### config.mk
export PLATFORM = sky130hd
export DESIGN_NAME = mem_port_arbiter
export DESIGN_NICKNAME = d
export VERILOG_FILES = /design/src/rtl/mem_arb_pkg.sv /design/src/rtl/arb_resp_slot.sv /design/src/rtl/mem_port_arbiter.sv
export SDC_FILE = /design/constraint.sdc
export NUM_CORES = 1
export LEC_CHECK = 0
export CORE_MARGIN = 2
export CORE_UTILIZATION = 46
export DETAILED_ROUTE_END_ITERATION = 7
export PLACE_DENSITY = 0.83
export SLEW_MARGIN = 10
export SYNTH_ARGS = -nofsm -noshare
export SYNTH_HDL_FRONTEND = slang
export SYNTH_SLANG_ARGS = --single-unit
### constraint.sdc
create_clock -name clk -period 19 [get_ports clk]
set_input_delay 4.75 -clock clk [delete_from_list [all_inputs] [get_ports clk]]
set_output_delay 4.75 -clock clk [all_outputs]
set_load 0.05 [all_outputs]
### src/rtl/mem_arb_pkg.sv
// Shared definitions for the unified-memory port arbiter.
package mem_arb_pkg;

   // Load type the instruction fetch always issues (full word).
   localparam logic [2:0] LT_WORD = 3'b010;

   // Width of the instruction-fetch starvation counter.
   localparam int STARVE_W = 4;

   // Saturation value of the starvation counter.
   localparam logic [STARVE_W-1:0] STARVE_MAX = '1;

   // Which requester currently owns the memory port.
   typedef enum logic [1:0] {
      OWN_NONE = 2'd0,
      OWN_I    = 2'd1,
      OWN_D    = 2'd2
   } owner_e;

endpackage

### src/rtl/arb_resp_slot.sv
// One-entry response holding register for a single requester.
module arb_resp_slot #(
   parameter int DATA_WIDTH = 32
) (
   input  logic                  clk,
   input  logic                  rst,
   input  logic                  load,
   input  logic [DATA_WIDTH-1:0] load_data,
   input  logic                  rready,
   output logic                  rvalid,
   output logic [DATA_WIDTH-1:0] rdata
);

   // A new grant reloads the slot; otherwise a handshake empties it.
   always_ff @(posedge clk or posedge rst) begin
      if (rst) begin
         rvalid <= 1'b0;
         rdata  <= '0;
      end else if (load) begin
         rvalid <= 1'b1;
         rdata  <= load_data;
      end else if (rvalid && rready) begin
         rvalid <= 1'b0;
      end
   end

endmodule

### src/rtl/mem_port_arbiter.sv
// Shares the single memory data port between instruction fetch and load/store.
module mem_port_arbiter
   import mem_arb_pkg::*;
#(
   parameter int ADDR_WIDTH   = 32,
   parameter int DATA_WIDTH   = 32,
   parameter int STARVE_LIMIT = 4
) (
   input  logic                  clk,
   input  logic                  rst,
   input  logic                  i_req,
   input  logic [ADDR_WIDTH-1:0] i_addr,
   output logic                  i_gnt,
   output logic                  i_rvalid,
   output logic [DATA_WIDTH-1:0] i_rdata,
   input  logic                  i_rready,
   input  logic                  d_req,
   input  logic                  d_we,
   input  logic [ADDR_WIDTH-1:0] d_addr,
   input  logic [DATA_WIDTH-1:0] d_wdata,
   input  logic [3:0]            d_be,
   input  logic [2:0]            d_load_type,
   output logic                  d_gnt,
   output logic                  d_rvalid,
   output logic [DATA_WIDTH-1:0] d_rdata,
   input  logic                  d_rready,
   output logic [ADDR_WIDTH-1:0] m_addr,
   output logic [DATA_WIDTH-1:0] m_wdata,
   output logic [3:0]            m_be,
   output logic [2:0]            m_load_type,
   output logic                  m_we,
   output logic                  m_re,
   input  logic [DATA_WIDTH-1:0] m_rdata
);

   owner_e                owner;
   logic                  i_elig;
   logic                  d_elig;
   logic                  starved;
   logic [STARVE_W-1:0]   starve_cnt;
   logic [ADDR_WIDTH-1:0] addr_q;
   logic [DATA_WIDTH-1:0] wdata_q;
   logic [2:0]            lt_q;
   logic [DATA_WIDTH-1:0] d_load_data;

   // A port can take the memory if its slot is empty or is being drained now.
   assign i_elig  = i_req && (!i_rvalid || i_rready);
   assign d_elig  = d_req && (!d_rvalid || d_rready);
   assign starved = (starve_cnt >= STARVE_W'(STARVE_LIMIT));

   // Data wins ties until fetch has waited too long; nothing is granted in reset.
   always_comb begin
      owner = OWN_NONE;
      if (rst) begin
         owner = OWN_NONE;
      end else if (d_elig && i_elig) begin
         owner = starved ? OWN_I : OWN_D;
      end else if (d_elig) begin
         owner = OWN_D;
      end else if (i_elig) begin
         owner = OWN_I;
      end
   end

   assign i_gnt = (owner == OWN_I);
   assign d_gnt = (owner == OWN_D);

   // Memory-side mux; idle cycles keep the last address, data and load type.
   always_comb begin
      m_addr      = addr_q;
      m_wdata     = wdata_q;
      m_load_type = lt_q;
      m_be        = 4'h0;
      m_we        = 1'b0;
      m_re        = 1'b0;
      case (owner)
         OWN_I: begin
            m_addr      = i_addr;
            m_load_type = LT_WORD;
            m_re        = 1'b1;
         end
         OWN_D: begin
            m_addr      = d_addr;
            m_wdata     = d_wdata;
            m_load_type = d_load_type;
            m_we        = d_we;
            m_re        = !d_we;
            m_be        = d_we ? d_be : 4'h0;
         end
         default: begin
         end
      endcase
   end

   // Remember the last granted address, write data and load type for idle cycles.
   always_ff @(posedge clk or posedge rst) begin
      if (rst) begin
         addr_q  <= '0;
         wdata_q <= '0;
         lt_q    <= 3'b000;
      end else if (owner != OWN_NONE) begin
         addr_q  <= m_addr;
         wdata_q <= m_wdata;
         lt_q    <= m_load_type;
      end
   end

   // Count consecutive cycles fetch was eligible but lost, saturating at the top.
   always_ff @(posedge clk or posedge rst) begin
      if (rst) begin
         starve_cnt <= '0;
      end else if (!i_req || i_gnt) begin
         starve_cnt <= '0;
      end else if (i_elig && (starve_cnt != STARVE_MAX)) begin
         starve_cnt <= starve_cnt + 1'b1;
      end
   end

   // A granted write returns zero as its acknowledgement.
   assign d_load_data = d_we ? '0 : m_rdata;

   arb_resp_slot #(
      .DATA_WIDTH (DATA_WIDTH)
   ) u_i_slot (
      .clk       (clk),
      .rst       (rst),
      .load      (i_gnt),
      .load_data (m_rdata),
      .rready    (i_rready),
      .rvalid    (i_rvalid),
      .rdata     (i_rdata)
   );

   arb_resp_slot #(
      .DATA_WIDTH (DATA_WIDTH)
   ) u_d_slot (
      .clk       (clk),
      .rst       (rst),
      .load      (d_gnt),
      .load_data (d_load_data),
      .rready    (d_rready),
      .rvalid    (d_rvalid),
      .rdata     (d_rdata)
   );

endmodule
* Word level (Yosys, flattened, before mapping) *
Index checks and enable logic that the tools add are counted.

storage, ports and cells
  bits in registers = 137
  input bits = 142
  output and inout bits = 141

operators by class
  add/subtract/negate cells = 1
  magnitude comparators = 1
  equal/unequal tests = 3
  multiplexer cells = 19
  reduce and logical (&&, ||, !) cells = 17

operators by type and width
  operator               number
  $mux W32               2
  $pmux W32 S2           1
  $mux W4                4
  $mux W2                4
  $reduce_bool A2 Y1     4
  $logic_and A1 B1 Y1    6
  $mux W1                6
  $pmux W3 S2            1
  $add A4 B1 Y4 const B  1
  $ge A4 B3 Y1 const B   1
  $logic_not A1 Y1       4
  $ne A4 B4 Y1 const B   1
  $logic_or A1 B1 Y1     3
  $eq A2 B1 Y1 const B   1
  $eq A2 B2 Y1 const B   1
  $pmux W1 S2            1

* Depth between registers and ports, before layout *
Gate-level depths: netlist (run 1).

  depth in word-level cells = 10
  mapped depth = 10
  gate-level depth less buffers = 7

* Hierarchy *
From an unflattened synthesis (run 1), not the netlist that was laid out.

unflattened totals
  cells, all modules = 563
  area, all modules = 6942.9 µm²

modules (own cells, without submodules)
  module            instances  cells each  area each (µm²)  seq. area each (µm²)
  mem_port_arbiter  1          419         4180.3           1776.7
  arb_resp_slot     2          72          1381.3           825.8

* Least setup slack after synthesis (run 1) *
No wires, ideal clock.

  path kind = input -> output
  from = input port rst
  to = output port m_re
  arrival time = 10.179 ns
  required time = 14.250 ns
  slack = 4.071 ns
  stages = 6
  path through = inv_1 -> o2111ai_1 -> ha_1 -> buf_2 -> buf_2 -> a21boi_0

on the way
  longest elaborated chain between the ends = 3

ends and longest elaborated chain
  element                                       RTL line                source
  start, declared                               mem_port_arbiter.sv:10  input logic rst,
  $mux W2 (*)                                   mem_port_arbiter.sv:54  if (rst) begin
  $eq A2 B2 Y1 or $eq A2 B1 Y1 (tied branches)  mem_port_arbiter.sv:76  case (owner)
  $pmux W1 S2 (*)                               mem_port_arbiter.sv:76
  end, declared                                 mem_port_arbiter.sv:32  output logic m_re,

Mark *: on every way between the ends. The rest lies on a longest branch, timed or not.

* Worst setup path in the final report (run 1) *
  from = input port rst
  to = output port m_load_type[0]

on the way
  longest elaborated chain between the ends = 3

ends and longest elaborated chain
  element                                       RTL line                source
  $mux W2 (*)                                   mem_port_arbiter.sv:54
  $eq A2 B2 Y1 or $eq A2 B1 Y1 (tied branches)  mem_port_arbiter.sv:76
  $pmux W3 S2 (*)                               mem_port_arbiter.sv:76
  end, declared                                 mem_port_arbiter.sv:30  output logic [2:0] m_load_type,

Marks and branches as above.

==> metrics.txt, run 1 <==
Switching Share=0.412; Clock Latency Late Sink=0.41 ns; share of layout cells above drive strength 1=0.159; Leak=4.07 nW; htree depth=4; DRC errors left=0; Synth top cells by count=dfrtp_1, mux2_2, nand2_1, inv_1, o21ai_0; Worst Path Required=14.25 ns; largest net degree at the start of global routing=101; cells after synthesis=593; clock buffer depth=2; synthesis-to-finish area growth=53.3%; Synth area leader=dfrtp_1; fillcell total=969; Worst-path clk slew=~0.05 ns; FF+latch area=3430 um^2; Comb power frac=0.477; root buffer cell=clkbuf_16; CTS tree=done; initial antenna violation count=1; final wirelength=18,300 um; Final #Nets=998; Detailed Place HPWL=12,900 um; Boundary Pins=283; vias in the first global route=between 5,000 and 6,000; Core ar.=roughly 14,000 um^2; Hold Fails Final Rpt=0; Syn. warnings=0; Power Dens Cells=around 140 nW/um^2; mux cell area share after synthesis=0.180; max-slew violations=0; count leader, synth=dfrtp_1; Die ar.=~15,000 um^2; worst slack at placement=5.77 ns; Initial DRC Count=274; Net Switching=0.562 mW; post-synthesis area per instance=10.8 um^2; GPL Wtd Cong=0.827; post-synthesis simple-gate area fraction=0.0832; CTS Buf Count=17; sequential share of the synthesized area=0.534; Slew HR=0.218; first-pass GRT wire length=28,300 um; max cap viols=0; Crit Path Max Fanout=72; status=finished, final reports clean; final setup margin=5.79 ns; Worst-Margin Slew=1.17 ns; Critical Path Source Type=input pin; # setup viols final=0; Hold WC Path Type=reg -> reg; Die Wd=122 um; Pre-antenna DRT Iters=4; RSZ-0062 raised after global routing=false; clock power share=0.222; fmax=75.7 MHz; internal power=0.802 mW; clock sinks=roughly 140; Tot GR Track Use=0.246; CP endpoint kind=primary output; Post-Synthesis Net Count=740; Synth Area in Compound Gates=0.136; vias per cell=5.30; Synth Flop Type=dfrtp_1; overall die height=122 um; Initial Utilization=0.466; period utilisation layout=0.695; drt wl/cell=around 17 um; fraction of registers with async set/reset=1.00; main combinational cell family by area after synthesis=multiplexers; Final min period=13.21 ns; xor/xnor share of the synthesized area=0; CTS Hold Bufs=0; maximum VDD drop=0.000100 V; post-synthesis adder-cell area fraction=0.00975; EDFF count, synth=0; post-CTS setup buffers=0; Setup Skew=0.00677 ns; vias=5,536; synth unique cells=32; Yosys reg bits=137; Synth area leaders=dfrtp_1, mux2_2, nand2_1, a22oi_1, mux2_4; setup TNS=0 ns; Synth top area share=0.534; critical path class=in -> out; Routed Antenna Nets=0; port bufs=282; Critical Path AT=8.46 ns; grt total ovfl=0; # rows=43; sequential power share=0.301; area of the multi-input gates=about 2600 um^2; cts repair resizes=0; mapped cell area=6420 um^2
-- critical path: stages --
cell and delay (ns):
clkdlybuf4s50_1 0.52, inv_6 0.38, o2111ai_1 0.36, ha_2 1.21, nand3_1 0.16, o21ai_0 0.16, clkdlybuf4s50_1 0.89
-- cell families (layout without fill, tap and decap cells) --
kind of cell,after synthesis,after routing
buffers and inverters,83,353
AO/OA/AOI/OAI,144,144
multiplexers,98,98
adder cells (fa/ha/maj),5,5
other,0,1
AND/OR/NAND/NOR,126,126
flip-flops,137,137
-- area by class of cell --
class | instances | share of cell area
multi-input combinational | 373 | 0.269
antenna | 1 | 0.000254
clock buffer | 22 | 0.0472
tap | 180 | 0.0229
sequential | 137 | 0.349
inverter | 37 | 0.0146
clock inverter | 9 | 0.00763
timing repair buffer | 285 | 0.290
-- power groups by stage --
stage	registers [mW]	logic, mW	clock network [mW]
6_report	0.411	0.650	0.302
5_1_grt	0.421	0.679	0.322
3_5_place_dp	0.416	0.650	0
4_1_cts	0.411	0.653	0.308
3_3_place_gp	0.410	0.640	0
2_1_floorplan	0.512	0.333	0
-- routing by layer --
layer,global-route usage,wire (um)
met5,0,0
met4,0.106,511
met3,0.0899,1590
met2,0.418,9150
met1,0.277,7010
-- sequential cells by signal, summed over array words and instances, names as in the netlist --
register         flops
u_i_slot.rvalid      1
u_d_slot.rvalid      1
addr_q              32
wdata_q             32
u_i_slot.rdata      32
lt_q                 3
starve_cnt           4
u_d_slot.rdata      32
-- through the flow --
stage / total power [mW] / instance area (um^2) / hold slack, ns / cells / utilization
after floorplan: 0.845 / 6420 / 0.451 / 593 / -
after global placement: 1.05 / 9290 / 0.463 / 1012 / 0.675
after detailed placement: 1.07 / 9290 / 0.472 / 1012 / 0.675
after CTS: 1.37 / 9830 / 0.484 / 1043 / 0.714
after global routing: 1.42 / 9830 / 0.503 / 1043 / 0.714
final: 1.36 / 9840 / 0.481 / 1044 / 0.714
-- layout by cell type (no fill, tap or decap), types with 2 or more instances in the layout --
master / Yosys / routed
a21oi_1: 34 / 34
a22oi_1: 32 / 32
a311oi_1: 2 / 2
a31oi_1: 2 / 2
and3_1: 6 / 6
buf_4: 0 / 2
clkbuf_1: 13 / 3
clkbuf_16: 0 / 17
clkbuf_8: 0 / 2
clkdlybuf4s50_1: 0 / 282
clkinv_2: 0 / 6
clkinvlp_4: 0 / 2
dfrtp_1: 137 / 137
ha_2: 0 / 3
inv_1: 37 / 36
mux2_2: 84 / 84
mux2_4: 14 / 14
nand2_1: 68 / 68
nand2b_1: 6 / 5
nand3_1: 2 / 2
nor2_1: 34 / 34
nor2b_1: 2 / 2
o2111ai_1: 4 / 4
o21ai_0: 36 / 36
o22ai_1: 31 / 31
or2_2: 2 / 2
-- worst paths after layout --
kind                                      startpoint                           to  slack (ns)  depth (start not counted)
setup / recovery                                 rst               m_load_type[0]        5.79                          7
hold / removal                 addr_q[4]$_DFFE_PP0P_        addr_q[4]$_DFFE_PP0P_        0.48                          2
setup reg to reg           starve_cnt[2]$_DFFE_PP0P_       addr_q[26]$_DFFE_PP0P_       15.30                          6
hold reg to reg                addr_q[4]$_DFFE_PP0P_        addr_q[4]$_DFFE_PP0P_        0.48                          2
max in group asynchronous                        rst        addr_q[0]$_DFFE_PP0P_       12.97                          3
min in group asynchronous                        rst  u_i_slot.rvalid$_DFFE_PP0P_        4.82                          2
Note: power is estimated with default switching activity, not from simulation.
==> run 2: changes to the inputs <==
--- a/config.mk
+++ b/config.mk
@@ -6,9 +6,9 @@
 export NUM_CORES = 1
 export LEC_CHECK = 0
 export CORE_MARGIN = 2
-export CORE_UTILIZATION = 46
+export CORE_UTILIZATION = 42
 export DETAILED_ROUTE_END_ITERATION = 7
-export PLACE_DENSITY = 0.83
+export PLACE_DENSITY = 0.76
 export SLEW_MARGIN = 10
 export SYNTH_ARGS = -nofsm -noshare
 export SYNTH_HDL_FRONTEND = slang
==> constraint.sdc (replaced) <==
create_clock -name clk -period 13.3 [get_ports clk]
set_input_delay 3.325 -clock clk [delete_from_list [all_inputs] [get_ports clk]]
set_output_delay 3.325 -clock clk [all_outputs]
set_load 0.05 [all_outputs]
==> run 2 against run 1 <==
  * Die area rose by 9.2%
  * Critical path depth up 2
  * Combinational power grew 43%
  * First-iteration DRC count decreased by 28%
  * Flip-flop and latch count unchanged
  * Worst hold slack got worse by 0.0029 ns
  * Clock power is 56% higher
  * Non-clock buffer count rose by 1
  * Total power rose by 46%
  * Critical endpoint is now m_re
  * Largest cell class unchanged
  * Highest routed layer unchanged
==> metrics.txt, run 2 (synthesized netlist as in run 1, its figures left out) <==
status=finished, final reports clean; final wirelength=between 15,000 and 20,000 um; drt wl/cell=16.7 um; Hold WC Path Type=reg -> reg; synthesis-to-finish area growth=54.4%; CTS tree=done; # rows=between 40 and 50; Initial DRC Count=slightly below 200; Leak=4.10 nW; setup TNS=0 ns; max cap viols=0; clock sinks=137; vias per cell=5.16; Detailed Place HPWL=12,700 um; clock power share=0.237; Die Wd=~130 um; Setup Skew=0.00522 ns; Slew HR=0.230; largest net degree at the start of global routing=74; Power Dens Cells=between 200 and 250 nW/um^2; Clock Latency Late Sink=0.41 ns; RSZ-0062 raised after global routing=false; Final Util=0.657; max-slew violations=0; Critical Path Source Type=input pin; Die ar.=16,300 um^2; CTS Hold Bufs=0; Worst-Margin Slew=approximately 1.2 ns; vias=5,435; vias in the first global route=5,442; most frequent cells in the layout=clkdlybuf4s50_1, dfrtp_1, mux2_2; final setup margin=2.89 ns; worst reg2reg startpoint=starve_cnt[2]$_DFFE_PP0P_; post-CTS setup buffers=0; Hold Fails Final Rpt=0; cts repair resizes=0; worst slack at placement=2.86 ns; Final min period=10.41 ns; Tot GR Track Use=0.215; internal power=1.19 mW; CP endpoint kind=primary output; share of layout cells above drive strength 1=0.161; Switching Share=0.402; Core ar.=15,100 um^2; Initial Utilization=0.425; Comb power frac=0.467; Final #Nets=about 1,000; crit path cell chain=clkdlybuf4s50_1, nand2b_1, nand2_1, o2111ai_1, ha_2, buf_4, inv_1, a21boi_0, clkdlybuf4s50_1; crit path launch=i_rready; GPL Wtd Cong=0.787; Critical Path AT=7.08 ns; Routed Antenna Nets=0; first-pass GRT wire length=around 28,000 um; HP Start=addr_q[25]$_DFFE_PP0P_; commonest non-fill, non-tap cell in the layout=clkdlybuf4s50_1; CTS Buf Count=17; grt total ovfl=0; htree depth=4; maximum VDD drop=0.000129 V; Crit Path Max Fanout=39; Antenna Cells=0; overall die height=128 um; DRC errors left=0; slowest library cell on the worst path=clkdlybuf4s50_1; sequential power share=0.296; Net Switching=0.797 mW; Most common cell on crit path=clkdlybuf4s50_1; initial antenna violation count=0; Boundary Pins=roughly 280; root buffer cell=clkbuf_16; Pre-antenna DRT Iters=5; period utilisation layout=0.783; Worst Path Required=9.97 ns; port bufs=282; Worst-path clk slew=0.05 ns; Worst path max stage delay=0.83 ns; fmax=approximately 96 MHz; WHS=0.478 ns; critical path class=in -> out; clock buffer depth=2; # setup viols final=0
run 2: final timing paths:
check	endpoint	slack, ns	depth (start not counted)
max	m_re	2.89	9
min	addr_q[25]$_DFFE_PP0P_	0.48	2
max reg2reg	addr_q[15]$_DFFE_PP0P_	9.68	6
min reg2reg	addr_q[25]$_DFFE_PP0P_	0.48	2
max in group asynchronous	u_d_slot.rdata[20]$_DFFE_PP0N_	8.53	3
min in group asynchronous	lt_q[2]$_DFFE_PP0P_	3.44	2
run 2: through the flow:
step                      total power, mW  cell area (um^2)  cells
after floorplan                      1.21              6420    593
after global placement               1.50              9310   1021
after detailed placement             1.52              9310   1021
after CTS                            2.00              9910   1053
after global routing                 2.07              9910   1053
final                                1.98              9910   1053
run 2: area by class of cell:
cell class              count  area [um^2]
flip-flops and latches    137         3430
well taps                 188          235
inverters                  37          144
clock buffers              26          519
multi-input cells         373         2650
repair buffers            286         2850
fillers                  1168         5180
clock inverters             6         85.1
run 2: routing by layer:
metal  vias up  wire [um]  global-route usage
met4         0        369              0.0814
met5         -          0                   0
li1       2589          -                   -
met2       187       8880               0.370
met3        23       1320              0.0716
met1      2636       7050               0.249
run 2: power by group through the flow:
stage	registers, mW	clock network [mW]	logic [mW]
after CTS	0.587	0.480	0.933
after global routing	0.599	0.501	0.969
after global placement	0.585	0	0.917
final	0.587	0.471	0.927
after floorplan	0.731	0	0.475
after detailed placement	0.593	0	0.930
run 2: worst max-delay path, delay by kind of cell:
| kind | cells | cell delay, ns |
|---|---|---|
| buffers and inverters | 4 | 2.00 |
| AO/OA/AOI/OAI | 2 | 0.51 |
| adder cells (fa/ha/maj) | 1 | 0.76 |
| AND/OR/NAND/NOR | 2 | 0.43 |
==> run 3: changes to the inputs <==
==> constraint.sdc (replaced) <==
create_clock -name clk -period 10.3 [get_ports clk]
set_input_delay 2.575 -clock clk [delete_from_list [all_inputs] [get_ports clk]]
set_output_delay 2.575 -clock clk [all_outputs]
set_load 0.05 [all_outputs]
==> run 3 against run 2 <==
  * Setup slack got worse by 1.4 ns
  * Clock power rose by 54%
  * Worst hold slack improved by 0.00088 ns
  * Global-route usage rose by 0.72 points
  * Critical path depth fell by 1
  * Total power rose by 35%
  * First-iteration DRC count rose by 6.6%
  * Combinational power rose by 29%
  * Sequential share of layout area fell by 0.42 points
  * Largest cell class unchanged
  * Highest routed layer unchanged
==> metrics.txt, run 3 (synthesized netlist as in run 1, its figures left out) <==
status=finished, final reports clean; WHS=0.479 ns; top layer in use=met4; GPL Wtd Cong=0.817; CTS Hold Bufs=0; Die Wd=128 um; RSZ-0062 raised after global routing=false; Detailed Place HPWL=12,600 um; most frequent cells in the layout=clkdlybuf4s50_1, dfrtp_1, mux2_2; critical path class=in -> out; root buffer cell=clkbuf_16; clock sinks=137; synthesis-to-finish area growth=56.3%; Comb power frac=0.447; Die ar.=roughly 16,000 um^2; Final #Nets=1,000; setup TNS=0 ns; area of the multi-input gates=2650 um^2; Hold WC Path Type=reg -> reg; period utilisation layout=0.855; CP endpoint kind=primary output; Final Util=0.665; Hold Fails Final Rpt=0; Net Switching=1.03 mW; CTS tree=done; first-pass GRT wire length=28,600 um; HP Start=addr_q[15]$_DFFE_PP0P_; grt total ovfl=0; Worst Hold Depth=2; fmax=114 MHz; internal power=1.64 mW; Pre-antenna DRT Iters=5; commonest non-fill, non-tap cell in the layout=clkdlybuf4s50_1; Routed Antenna Nets=0; # rows=45; FF-to-FF setup slack=between 6 and 7 ns; vias per cell=5.21; # setup viols final=0; Worst Path Required=7.73 ns; post-CTS setup buffers=0; Critical Path Source Type=input pin; CTS Buf Count=17; Post-Route M1 WL=approximately 7000 um; vias=between 5,000 and 6,000; met3 WL=roughly 1500 um; Crit Path Max Fanout=100; max-slew violations=0; reg2reg end=addr_q[24]$_DFFE_PP0P_; Hold Path End=addr_q[15]$_DFFE_PP0P_; maximum VDD drop=0.000138 V; drt wl/cell=17.1 um; slowest library cell on the worst path=ha_4; max cap viols=0; Most common cell on crit path=clkdlybuf4s50_1; Boundary Pins=283; initial antenna violation count=0; overall die height=approximately 130 um; Leak=slightly above 4 nW; port bufs=about 280; vias in the first global route=5,598; fillcell total=1,162; DRC errors left=0; Setup Skew=around 0.0056 ns; share of layout cells above drive strength 1=0.165; cts repair resizes=0; worst reg2reg startpoint=starve_cnt[2]$_DFFE_PP0P_; Slew HR=0.264; Final min period=8.81 ns; FF+latch area=~3400 um^2; Worst-Margin Slew=around 1.1 ns; Initial DRC Count=209; Antenna Cells=0; Worst-path clk slew=0.05 ns; sequential power share=0.283; Switching Share=0.386; crit path cell chain=clkdlybuf4s50_1, nand2b_1, nand2_1, a311oi_1, ha_4, a22oi_1, a21oi_1, clkdlybuf4s50_1; clock buffer depth=2; Tot GR Track Use=0.222; worst reg-to-reg path cell count=6; clock power share=0.270; Clock Latency Late Sink=between 0.4 and 0.5 ns; largest net degree at the start of global routing=between 100 and 150; met2 routed WL=8980 um; final wirelength=about 18,000 um; Core ar.=15,100 um^2; Power Dens Cells=roughly 270 nW/um^2; htree depth=4; Worst path max stage delay=0.86 ns; Initial Utilization=0.425; Critical Path AT=6.23 ns
[run 3: cell type report]
type,count,area share
sequential,137,0.342
timing repair buffer,287,0.285
multi-input combinational,373,0.264
clock buffer,21,0.0479
clock inverter,11,0.0238
tap,188,0.0234
inverter,37,0.0142
[run 3: through the flow]
step | setup slack, ns | power [mW] | area [um^2] | instances
2_1_floorplan | 0.421 | 1.56 | 6420 | 593
6_report | 1.49 | 2.68 | 10000 | 1054
5_1_grt | 1.26 | 2.80 | 10000 | 1054
3_3_place_gp | 1.66 | 1.94 | 9320 | 1022
4_1_cts | 1.47 | 2.70 | 10000 | 1054
3_5_place_dp | 1.53 | 1.96 | 9320 | 1022
[run 3: how the worst max path moves through the flow]
stage	slack, ns	start	end
global placement	1.66	d_rready	m_addr[10]
CTS	1.47	d_rready	m_addr[12]
floorplan	0.42	rst	m_re
detailed placement	1.53	d_rready	m_addr[12]
finish	1.49	d_rready	m_addr[12]
global route	1.26	d_rready	m_addr[10]
[run 3: critical path: cells and delay by family]
family          cells  cell delay [ns]
compound gates      3             1.11
buf+inv             2             1.31
fa+ha+maj           1             0.86
simple gates        2             0.35
[run 3: power by group through the flow]
| stage | Combinational [mW] | Sequential (mW) | Clock [mW] |
|---|---|---|---|
| floorplan | 0.614 | 0.944 | 0 |
| global placement | 1.19 | 0.755 | 0 |
| detailed placement | 1.20 | 0.765 | 0 |
| CTS | 1.21 | 0.759 | 0.738 |
| global route | 1.25 | 0.777 | 0.767 |
| finish | 1.20 | 0.758 | 0.723 |
[run 3: routing by layer]
metal  vias to the layer above  track usage
met2                       225        0.367
met4                         0       0.0995
met1                      2637        0.266
met5                         -            0
li1                       2589            -
met3                        41       0.0704
